$ cat src/rtl/rr_decoder_arbiter.sv
// Round-robin arbiter for four requesters, driving the select/enable of a 2-to-4 decoder.
// Optional forced release after MAX_HOLD cycles when ARB_TIMEOUT_EN is defined.
//
// state | meaning
// IDLE  | no grant; pick the next requester searching from ptr
// GRANT | owner in sel_q holds the resource until release, request drop or timeout
module rr_decoder_arbiter #(
  parameter int MAX_HOLD = 8,
  parameter int CNT_W    = 8
) (
  input  logic       clk,
  input  logic       rst_n,
  input  logic [3:0] req_i,
  input  logic       release_i,
  output logic       en_o,
  output logic       a0_o,
  output logic       a1_o,
  output logic [3:0] gnt_o,
  output logic       busy_o,
  output logic       timeout_o
);

  if (MAX_HOLD < 2 || MAX_HOLD > 255 || (2 ** CNT_W) <= MAX_HOLD) begin : g_param_err
    $error("rr_decoder_arbiter: illegal MAX_HOLD/CNT_W combination");
  end

  typedef enum logic {
    IDLE  = 1'b0,
    GRANT = 1'b1
  } state_e;

  state_e     state_q, state_d;
  logic       en_q, en_d;
  logic [1:0] sel_q, sel_d;
  logic [1:0] ptr_q, ptr_d;
  logic [1:0] pick_idx;
  logic [1:0] scan_idx;
  logic       pick_found;
  logic       hit;

  // First requester at or after ptr, wrapping modulo 4.
  always_comb begin
    pick_idx   = ptr_q;
    scan_idx   = ptr_q;
    pick_found = 1'b0;
    for (int k = 0; k < 4; k++) begin
      scan_idx = ptr_q + 2'(k);
      if (!pick_found && req_i[scan_idx]) begin
        pick_idx   = scan_idx;
        pick_found = 1'b1;
      end
    end
  end

`ifdef ARB_TIMEOUT_EN
  logic [CNT_W-1:0] cnt_q, cnt_d;
  logic             timeout_q, timeout_d;

  assign hit = (state_q == GRANT) && (cnt_q == CNT_W'(MAX_HOLD - 1));

  // A coincident release wins over the forced release, so no pulse then.
  always_comb begin
    cnt_d     = '0;
    timeout_d = 1'b0;
    if (state_q == GRANT) begin
      cnt_d     = cnt_q + 1'b1;
      timeout_d = hit && !release_i;
    end
  end

  always_ff @(posedge clk or negedge rst_n) begin
    if (!rst_n) begin
      cnt_q     <= '0;
      timeout_q <= 1'b0;
    end else begin
      cnt_q     <= cnt_d;
      timeout_q <= timeout_d;
    end
  end

  assign timeout_o = timeout_q;
`else
  assign hit       = 1'b0;
  assign timeout_o = 1'b0;
`endif

  always_comb begin
    state_d = state_q;
    en_d    = en_q;
    sel_d   = sel_q;
    ptr_d   = ptr_q;
    case (state_q)
      IDLE: begin
        if (|req_i) begin
          state_d = GRANT;
          en_d    = 1'b1;
          sel_d   = pick_idx;
        end
      end
      GRANT: begin
        if (release_i || !req_i[sel_q] || hit) begin
          state_d = IDLE;
          en_d    = 1'b0;
          ptr_d   = sel_q + 2'd1;
        end
      end
    endcase
  end

  always_ff @(posedge clk or negedge rst_n) begin
    if (!rst_n) begin
      state_q <= IDLE;
      en_q    <= 1'b0;
      sel_q   <= 2'd0;
      ptr_q   <= 2'd0;
    end else begin
      state_q <= state_d;
      en_q    <= en_d;
      sel_q   <= sel_d;
      ptr_q   <= ptr_d;
    end
  end

  // Select lines stay put in IDLE, so the decoder only ever switches while disabled.
  assign en_o   = en_q;
  assign busy_o = en_q;
  assign a1_o   = sel_q[1];
  assign a0_o   = sel_q[0];
  assign gnt_o  = en_q ? (4'b0001 << sel_q) : 4'b0000;

endmodule

$ cat config.mk
export PLATFORM = sky130hd
export DESIGN_NAME = rr_decoder_arbiter
export DESIGN_NICKNAME = d
export VERILOG_FILES = /design/src/rtl/rr_decoder_arbiter.sv
export SDC_FILE = /design/constraint.sdc
export NUM_CORES = 1
export LEC_CHECK = 0
export BUFFER_PORTS_ARGS = -buffer_cell sky130_fd_sc_hd__buf_2
export CORE_AREA = 3 3 40 42
export DETAILED_ROUTE_END_ITERATION = 10
export DIE_AREA = 0 0 43 45
export PLACE_DENSITY_LB_ADDON = 0.2
export RECOVER_POWER = 100
export SLEW_MARGIN = 20
export SYNTH_ARGS = -nofsm -noshare
export SYNTH_HDL_FRONTEND = slang
export SYNTH_SLANG_ARGS = --single-unit
export TNS_END_PERCENT = 30
$ cat constraint.sdc
create_clock -name clk -period 1.4 [get_ports clk]
set_input_delay 0 -clock clk [delete_from_list [all_inputs] [get_ports clk]]
set_output_delay 0 -clock clk [all_outputs]
set_load 0.01 [all_outputs]
==> flow_metrics.tcl, run 1 <==
set metrics [dict create \
    status "finished with violations" \
    violations "setup timing" \
    start_util 0.3466 \
    setup_violations 2 \
    synthSimpleGateAreaFrac 0.1573 \
    crit_fanout 3 \
    dp_hpwl_um 736.2 \
    grt_antenna_before_repair 0 \
    routed_wl_um 937 \
    synth_area_per_cell_sq_um 9.280 \
    final_area_sq_um 586.8 \
    cpPeakStageDelay_ns 0.40 \
    period_minus_slack_ns 1.403 \
    wl_per_cell_um 11.02 \
    grtUsageMet1 0.1411 \
    top_usage_layer "met2" \
    clock_sinks 6 \
    dieArea_sq_mm 0.001935 \
    clk_latency_ns 0.25 \
    gr-usage-met2 0.1677 \
    yosysUniqueCellTypes 22 \
    synth_compound_area_frac 0.2135 \
    synth_fa_ha_area_frac 0.1124 \
    ctsHtreeMaxLevel 1 \
    first_pass_iters 4 \
    finish.utilization 0.4567 \
    report.final.slew_viol_count 0 \
    dp_slack_ns -0.002699 \
    die_w_um 43 \
    synth_area_leaders "dfrtp_1, ha_1, o21ai_0, mux2_4, and2_1" \
    fmaxAchievable_mhz 712.9 \
    rsz0062_at_grt "true" \
    post-synth-top-area-cell "dfrtp_1" \
    finClkSkew_ns 0.001319 \
    area_delta_synth_final_pct 31.74 \
    nets 82 \
    finalCritPeriodShare 1.002 \
    seq_area_frac_synth 0.3371 \
    end_kind "flop" \
    muxShareOfSynthArea 0.1124 \
    overflow 0 \
    ir_drop_mv 1.015 \
    crit_chain "mux2i_1 > or3_1 > o211ai_2 > mux2_4" \
    viasPerCell 4.812 \
    ys_warn_count 0 \
    dieHeight_um 45 \
    track_usage 0.1101 \
    tritoncts "done" \
    setup-tns-final_ns -0.003325 \
    grt_pass1_vias 369 \
    pin_count 16 \
    numCtsBuffers 3 \
    cts_resized 0 \
    gp_congestion 0.7521 \
    maxCapViolCount 0 \
    hold_viol 0 \
    p_leak_nw 0.2878 \
    dpl_cell_area_sq_um 550.5 \
    grt_use_met3 0.03586 \
    arrival_ns 1.53 \
    ant_nets 0 \
    synth-xor-area-share 0 \
    hold_path.class "in -> reg" \
    cp_slowest_cell "dfrtp_2" \
    fin_ws_ns -0.002663 \
    port_buffers 14 \
    vias 409 \
    synth_top_family_by_area "compound AO/OA/AOI/OAI gates" \
    drc 0 \
    root_buffer "clkbuf_4" \
    antenna_cells 0 \
    p_per_area_mw_per_mm2 2113 \
    drive_above_1_share 0.2857 \
    synth_area_sq_um 445.4 \
    whs_ns 0.1359 \
    setup.worst_path.start_class "flop" \
    synth_top_area_frac 0.3371 \
    grt_pass1_wl_um 1559 \
    synth_fp_nets 59 \
    core_area_sq_mm 0.001285 \
    cp.required_ns 1.53 \
    num_rows 13 \
    first_iter_violations 4 \
    synth_seq_cells 6 \
    syn_inst 48 \
    clk_transition_reported_paths_ns 0.05 \
    cts.path.max_buffers 2 \
    grt_max_degree 8 \
    worstSetupPathType "reg -> reg" \
]
[synthesized netlist by cell type]
cell type and instances:
a211oi_1 1, a21o_1 1, a21oi_1 3, and2_1 4
buf_4 2, conb_1 1, dfrtp_1 6, ha_1 4
inv_1 3, mux2_4 2, mux2i_1 2, nand2_1 2
nand2b_1 1, nor2_1 2, nor2b_1 2, nor3_1 1
o211ai_2 1, o21a_1 1, o21ai_0 6, o22a_1 1
o22ai_1 1, or3_1 1
[logic make-up after synthesis]
group           after synthesis
flops                         6
buf+inv                       5
fa+ha+maj                     4
other cells                   1
simple gates                 13
mux                           4
compound gates               15
[power breakdown]
part	internal (W)	switching [W]
Clock	0.000108	0.0000677
Sequential	0.000268	0.0000883
Combinational	0.000372	0.000335
Total	0.000749	0.000491
[final cells by class]
type                            instances  area, sq um
Tap cell                               15        18.77
Clock buffer                            4        26.28
Inverter                                3        11.26
Sequential cell                         6        151.4
Multi-Input combinational cell         37        269.0
Fill cell                             136        698.2
Timing Repair Buffer                   20        110.1
[per-layer routing]
layer	wire length (um)	part of all wire
met1	428	0.46
met2	418	0.45
met3	74	0.079
met4	16	0.017
met5	0	0
[through the flow]
step,total power [W],instances
after floorplan,0.0008014,48
after global placement,0.001065,79
after detailed placement,0.001058,79
after CTS,0.001273,85
after global routing,0.001357,85
final,0.001240,85
[flip-flops by register name, summed over array words and instances (netlist names)]
register,count
ptr_q,2
state_q,1
sel_q,2
busy_o,1
[worst max-delay path, delay by kind of cell (launching register included)]
kind | cells | cell delay (ns)
compound gates | 1 | 0.12
flops | 1 | 0.40
mux | 2 | 0.43
simple gates | 1 | 0.33
[what timing repair did]
action / 4_1_cts / 5_1_grt
setup endpoints to repair: 2 / 3
buffers inserted: 1 / 0
hold endpoints to repair: 6 / 0
gates cloned: 0 / 0
hold buffers: 1 / 0
[final timing paths]
path                                         to                 start  cells past startpoint  slack (ns)
setup / recovery           ptr_q[1]$_DFFE_PN0P_  sel_q[0]$_DFFE_PN0P_                      4      -0.003
hold / removal             sel_q[1]$_DFFE_PN0P_              req_i[1]                      3        0.14
setup reg to reg           ptr_q[1]$_DFFE_PN0P_  sel_q[0]$_DFFE_PN0P_                      4      -0.003
hold reg to reg               state_q$_DFF_PN0_     state_q$_DFF_PN0_                      1        0.53
max in group asynchronous  sel_q[0]$_DFFE_PN0P_                 rst_n                      2        0.99
min in group asynchronous    busy_o$_DFFE_PN0P_                 rst_n                      2        0.15
[cells in the final DEF (no fill, tap or decap), drive strengths merged]
| cell | netlist | layout |
|---|---|---|
| and2 | 4 | 4 |
| inv | 3 | 3 |
| nand2 | 2 | 2 |
| o211ai | 1 | 1 |
| o21ai | 6 | 6 |
| dfrtp | 6 | 6 |
| nor2 | 2 | 2 |
| nor3 | 1 | 1 |
| ha | 4 | 4 |
| a211oi | 1 | 1 |
| a21oi | 3 | 3 |
| buf | 2 | 13 |
| conb | 1 | 1 |
| mux2i | 2 | 2 |
| dlygate4sd3 | 0 | 1 |
| or3 | 1 | 1 |
| clkbuf | 0 | 10 |
| mux2 | 2 | 2 |
| nand2b | 1 | 1 |
| nor2b | 2 | 2 |
| o22ai | 1 | 1 |
| o22a | 1 | 1 |
| a21o | 1 | 1 |
| o21a | 1 | 1 |
Power figures use the tool's default switching activity.
==> run 2, diff against run 1 <==
--- a/config.mk
+++ b/config.mk
@@ -11,6 +11,7 @@
 export DIE_AREA = 0 0 43 45
 export PLACE_DENSITY_LB_ADDON = 0.2
 export RECOVER_POWER = 100
+export REMOVE_ABC_BUFFERS = 1
 export SLEW_MARGIN = 20
 export SYNTH_ARGS = -nofsm -noshare
 export SYNTH_HDL_FRONTEND = slang
==> flow_metrics.tcl, run 2 (same netlist as run 1, synthesis figures left out) <==
set metrics [dict create \
    power.switching_w 0.0005056 \
    grt_max_degree 8 \
    numCtsBuffers 3 \
    worstSetupPathType "reg -> reg" \
    tritoncts "done" \
    crit_chain "mux2i_1 > or3_4 > o211ai_4 > mux2_4" \
    grt_pass1_wl_um 1587 \
    cpPeakStageDelay_ns 0.40 \
    setup_violations 2 \
    cp.required_ns 1.52 \
    p_leak_nw 0.2996 \
    core_area_sq_mm 0.001285 \
    clk_latency_ns 0.24 \
    setup.worst_path.start_class "flop" \
    arrival_ns 1.53 \
    pwr-share-clk 0.122 \
    antenna_cells 0 \
    final_area_sq_um 601.8 \
    whs_ns 0.1299 \
    r2r_cells 4 \
    ant_nets 0 \
    cp_slowest_cell "dfrtp_1" \
    seqPwrFrac 0.290 \
    dieHeight_um 45 \
    port_buffers 14 \
    drive_above_1_share 0.3676 \
    finalPower_w 0.001262 \
    clk_transition_reported_paths_ns 0.05 \
    p_sw_frac 0.4008 \
    ctsHtreeMaxLevel 1 \
    mostFrequentLayoutCell "buf_2" \
    internal_power_w 0.0007559 \
    clock_sinks 6 \
    period_minus_slack_ns 1.415 \
    overflow 0 \
    gp_congestion 0.7809 \
    final_cell_mix "buf_2, o21ai_0, dfrtp_1" \
    cts.path.max_buffers 2 \
    die_w_um 43 \
    fin_ws_ns -0.01492 \
    vias 410 \
    root_buffer "clkbuf_4" \
    end_kind "flop" \
    finalCritPeriodShare 1.011 \
    pwr-share-comb 0.587 \
    start_util 0.3466 \
    path_buf_inv 0 \
    nets 81 \
    dpl_cell_area_sq_um 541.8 \
    viasPerCell 4.940 \
    fmaxAchievable_mhz 706.8 \
    pin_count 16 \
    dieArea_sq_mm 0.001935 \
    rsz0062_at_grt "true" \
    drc 0 \
    num_rows 13 \
    p_per_area_mw_per_mm2 2096 \
    maxCapViolCount 0 \
    first_iter_violations 7 \
    dp_hpwl_um 780.6 \
    track_usage 0.1142 \
    hold_path.class "in -> reg" \
    grt_antenna_before_repair 0 \
    reg_top3 "ptr_q: 2 flops, sel_q: 2 flops" \
    violations "setup timing" \
    status "finished with violations" \
    report.final.slew_viol_count 0 \
    ir_drop_mv 1.034 \
    hold_viol 0 \
    cp_top_family "multiplexers" \
    worstSetupPathDepth 4 \
    dp_slack_ns -0.01456 \
    area_delta_synth_final_pct 35.11 \
    finClkSkew_ns 0.005852 \
    wl_per_cell_um 11.82 \
    grt_pass1_vias 349 \
    first_pass_iters 3 \
    routed_wl_um 981 \
    crit_fanout 3 \
    min_path_cells 3 \
]
run 2: worst paths after layout:
| check | startpoint | end | slack [ns] |
|---|---|---|---|
| min in group asynchronous | rst_n | sel_q[0]$_DFFE_PN0P_ | 0.17 |
| setup / recovery | sel_q[0]$_DFFE_PN0P_ | ptr_q[1]$_DFFE_PN0P_ | -0.01 |
| hold / removal | req_i[1] | sel_q[1]$_DFFE_PN0P_ | 0.13 |
| hold reg to reg | state_q$_DFF_PN0_ | state_q$_DFF_PN0_ | 0.57 |
| max in group asynchronous | rst_n | ptr_q[0]$_DFFE_PN0P_ | 0.97 |
| setup reg to reg | sel_q[0]$_DFFE_PN0P_ | ptr_q[1]$_DFFE_PN0P_ | -0.01 |
run 2: layer usage:
metal	GRT usage	share of wire	vias to the layer above
met2	0.1796	0.46	16
met3	0.03984	0.086	0
met4	0.06024	0	0
li1	-	-	206
met5	0	0	-
met1	0.1383	0.46	188
run 2: area by class of cell:
| cell class | instances | area [sq um] |
|---|---|---|
| tap | 15 | 18.77 |
| multi-input combinational | 37 | 289.0 |
| timing repair buffer | 19 | 110.1 |
| inverter | 3 | 11.26 |
| clock buffer | 3 | 22.52 |
| sequential | 6 | 150.1 |
| fill | 134 | 683.2 |
run 2: power by group through the flow:
stage / Combinational, W / Sequential [W] / Clock, W
6_report: 0.000741 / 0.000366 / 0.000154
5_1_grt: 0.000827 / 0.000385 / 0.000175
4_1_cts: 0.000687 / 0.000358 / 0.000163
3_5_place_dp: 0.000676 / 0.000362 / 0
3_3_place_gp: 0.000678 / 0.000361 / 0
2_1_floorplan: 0.000382 / 0.000393 / 0
run 2: through the flow:
step | std cells | TNS (ns) | utilization
after floorplan | 46 | -0.1452 | -
after global routing | 83 | -0.09924 | 0.4684
after detailed placement | 78 | -0.02435 | 0.4216
after CTS | 82 | -0.04352 | 0.4469
final | 83 | -0.02573 | 0.4684
after global placement | 78 | 0 | 0.4216
run 2: repair_timing:
| action | CTS | global route |
|---|---|---|
| endpoints found under the setup margin | 2 | 3 |
| hold buffers | 1 | 0 |
| resized for setup | 0 | 6 |
| hold endpoints to repair | 6 | 0 |
| buffers inserted | 0 | 1 |
| pin swaps | 1 | 0 |
run 2: worst reg2reg max path, stage by stage, from the launching register on:
cell      delay, ns
dfrtp_1        0.40
mux2i_1        0.13
or3_4          0.34
o211ai_4       0.10
mux2_4         0.32
==> run 3, diff against run 2 <==
--- a/config.mk
+++ b/config.mk
@@ -7,6 +7,7 @@
 export LEC_CHECK = 0
 export BUFFER_PORTS_ARGS = -buffer_cell sky130_fd_sc_hd__buf_2
 export CORE_AREA = 3 3 40 42
+export CTS_BUF_LIST = sky130_fd_sc_hd__clkbuf_8 sky130_fd_sc_hd__clkbuf_16
 export DETAILED_ROUTE_END_ITERATION = 10
 export DIE_AREA = 0 0 43 45
 export PLACE_DENSITY_LB_ADDON = 0.2
==> flow_metrics.tcl, run 3 (same netlist as run 1, synthesis figures left out) <==
set metrics [dict create \
    end_kind "flop" \
    p_sw_frac 0.3794 \
    ir_drop_mv 1.114 \
    antenna_cells 0 \
    first_iter_violations 10 \
    ant_nets 0 \
    final_area_sq_um 614.3 \
    maxCapViolCount 0 \
    numCtsBuffers 3 \
    finClkSkew_ns 0.002926 \
    cts.path.max_buffers 2 \
    period_minus_slack_ns 1.398 \
    p_per_area_mw_per_mm2 2186 \
    dpl_cell_area_sq_um 541.8 \
    root_buffer "clkbuf_8" \
    drive_above_1_share 0.3382 \
    reg_top3 "ptr_q: 2 flops, sel_q: 2 flops" \
    path_buf_inv 0 \
    hold_path.class "in -> reg" \
    crit_fanout 3 \
    setup_violations 0 \
    pin_count 16 \
    core_area_sq_mm 0.001285 \
    num_rows 13 \
    cp_top_family "multiplexers" \
    viasPerCell 4.892 \
    dieArea_sq_mm 0.001935 \
    cp.required_ns 1.49 \
    p_leak_nw 0.3084 \
    cp_slowest_cell "dfrtp_1" \
    pwr-share-comb 0.542 \
    tritoncts "done" \
    mostFrequentLayoutCell "buf_2" \
    dp_hpwl_um 780.6 \
    finish.utilization 0.4781 \
    area_delta_synth_final_pct 37.92 \
    setup-tns-final_ns 0 \
    reg2reg_slack_ns 0.002 \
    final_cell_mix "buf_2, o21ai_0, dfrtp_1" \
    nets 81 \
    setup.worst_path.start_class "flop" \
    routed_wl_um 986 \
    vias 406 \
    ctsHtreeMaxLevel 1 \
    report.final.slew_viol_count 0 \
    grt_antenna_before_repair 0 \
    track_usage 0.1142 \
    cpPeakStageDelay_ns 0.38 \
    die_w_um 43 \
    port_buffers 14 \
    grt_max_degree 8 \
    fillers 131 \
    overflow 0 \
    first_pass_iters 3 \
    grt_pass1_wl_um 1587 \
    dieHeight_um 45 \
    finalCritPeriodShare 0.9987 \
    wl_per_cell_um 11.88 \
    crit_chain "mux2i_1 > or3_4 > o211ai_4 > mux2_4" \
    start_util 0.3466 \
    power.switching_w 0.0005097 \
    pwr-share-clk 0.187 \
    internal_power_w 0.0008336 \
    worstSetupPathType "reg -> reg" \
    arrival_ns 1.49 \
    seqPwrFrac 0.272 \
    clock_sinks 6 \
    gp_congestion 0.7809 \
    clk_latency_ns 0.22 \
    fmaxAchievable_mhz 715.2 \
    status "completed" \
    rsz0062_at_grt "true" \
    hold_viol 0 \
    drc 0 \
    finalPower_w 0.001343 \
    grt_pass1_vias 349 \
    clk_transition_reported_paths_ns 0.04 \
]
-- run 3: worst paths after layout --
kind / start / end / depth (start not counted)
max: sel_q[0]$_DFFE_PN0P_ / ptr_q[1]$_DFFE_PN0P_ / 4
min: req_i[1] / sel_q[0]$_DFFE_PN0P_ / 3
max reg2reg: sel_q[0]$_DFFE_PN0P_ / ptr_q[1]$_DFFE_PN0P_ / 4
min reg2reg: state_q$_DFF_PN0_ / state_q$_DFF_PN0_ / 1
max in group asynchronous: rst_n / ptr_q[0]$_DFFE_PN0P_ / 2
min in group asynchronous: rst_n / sel_q[0]$_DFFE_PN0P_ / 2
-- run 3: power groups by stage --
stage / Combinational (W) / Sequential (W) / Clock [W]
2_1_floorplan: 0.000382 / 0.000393 / 0
3_3_place_gp: 0.000678 / 0.000361 / 0
3_5_place_dp: 0.000676 / 0.000362 / 0
4_1_cts: 0.000687 / 0.000359 / 0.000260
5_1_grt: 0.000812 / 0.000383 / 0.000272
6_report: 0.000727 / 0.000365 / 0.000251
-- run 3: repair_timing --
item,CTS,global route
pin swaps,1,0
hold buffers,1,0
endpoints found under the hold margin,6,0
setup buffers,0,1
resized for setup,0,3
endpoints found under the setup margin,2,3
-- run 3: worst reg2reg max path, stage by stage (launching register included) --
cell,delay [ns]
dfrtp_1,0.38
mux2i_1,0.12
or3_4,0.34
o211ai_4,0.10
mux2_4,0.32
-- run 3: final cells by class --
type,instances,area [sq um],area share
tap,15,18.77,0.03055
inverter,3,11.26,0.01833
sequential,6,150.1,0.2444
clock buffer,3,41.29,0.06721
timing repair buffer,19,106.4,0.1731
multi-input combinational,37,286.5,0.4664
-- run 3: routing by layer --
metal	part of all wire	up-vias	track usage
met2	0.46	16	0.1796
met1	0.46	185	0.1383
met3	0.084	0	0.03984
met4	0	0	0.06024
met5	0	-	0
li1	-	205	-
-- run 3: per-stage QoR --
step	instances	setup WS, ns	hold slack [ns]
after floorplan	46	-0.07259	-0.2956
after global placement	78	0.02343	-0.1694
after detailed placement	78	-0.01456	-0.1630
after CTS	82	-0.01773	0.1388
after global routing	83	-0.03422	0.1684
final	83	0.001856	0.1556
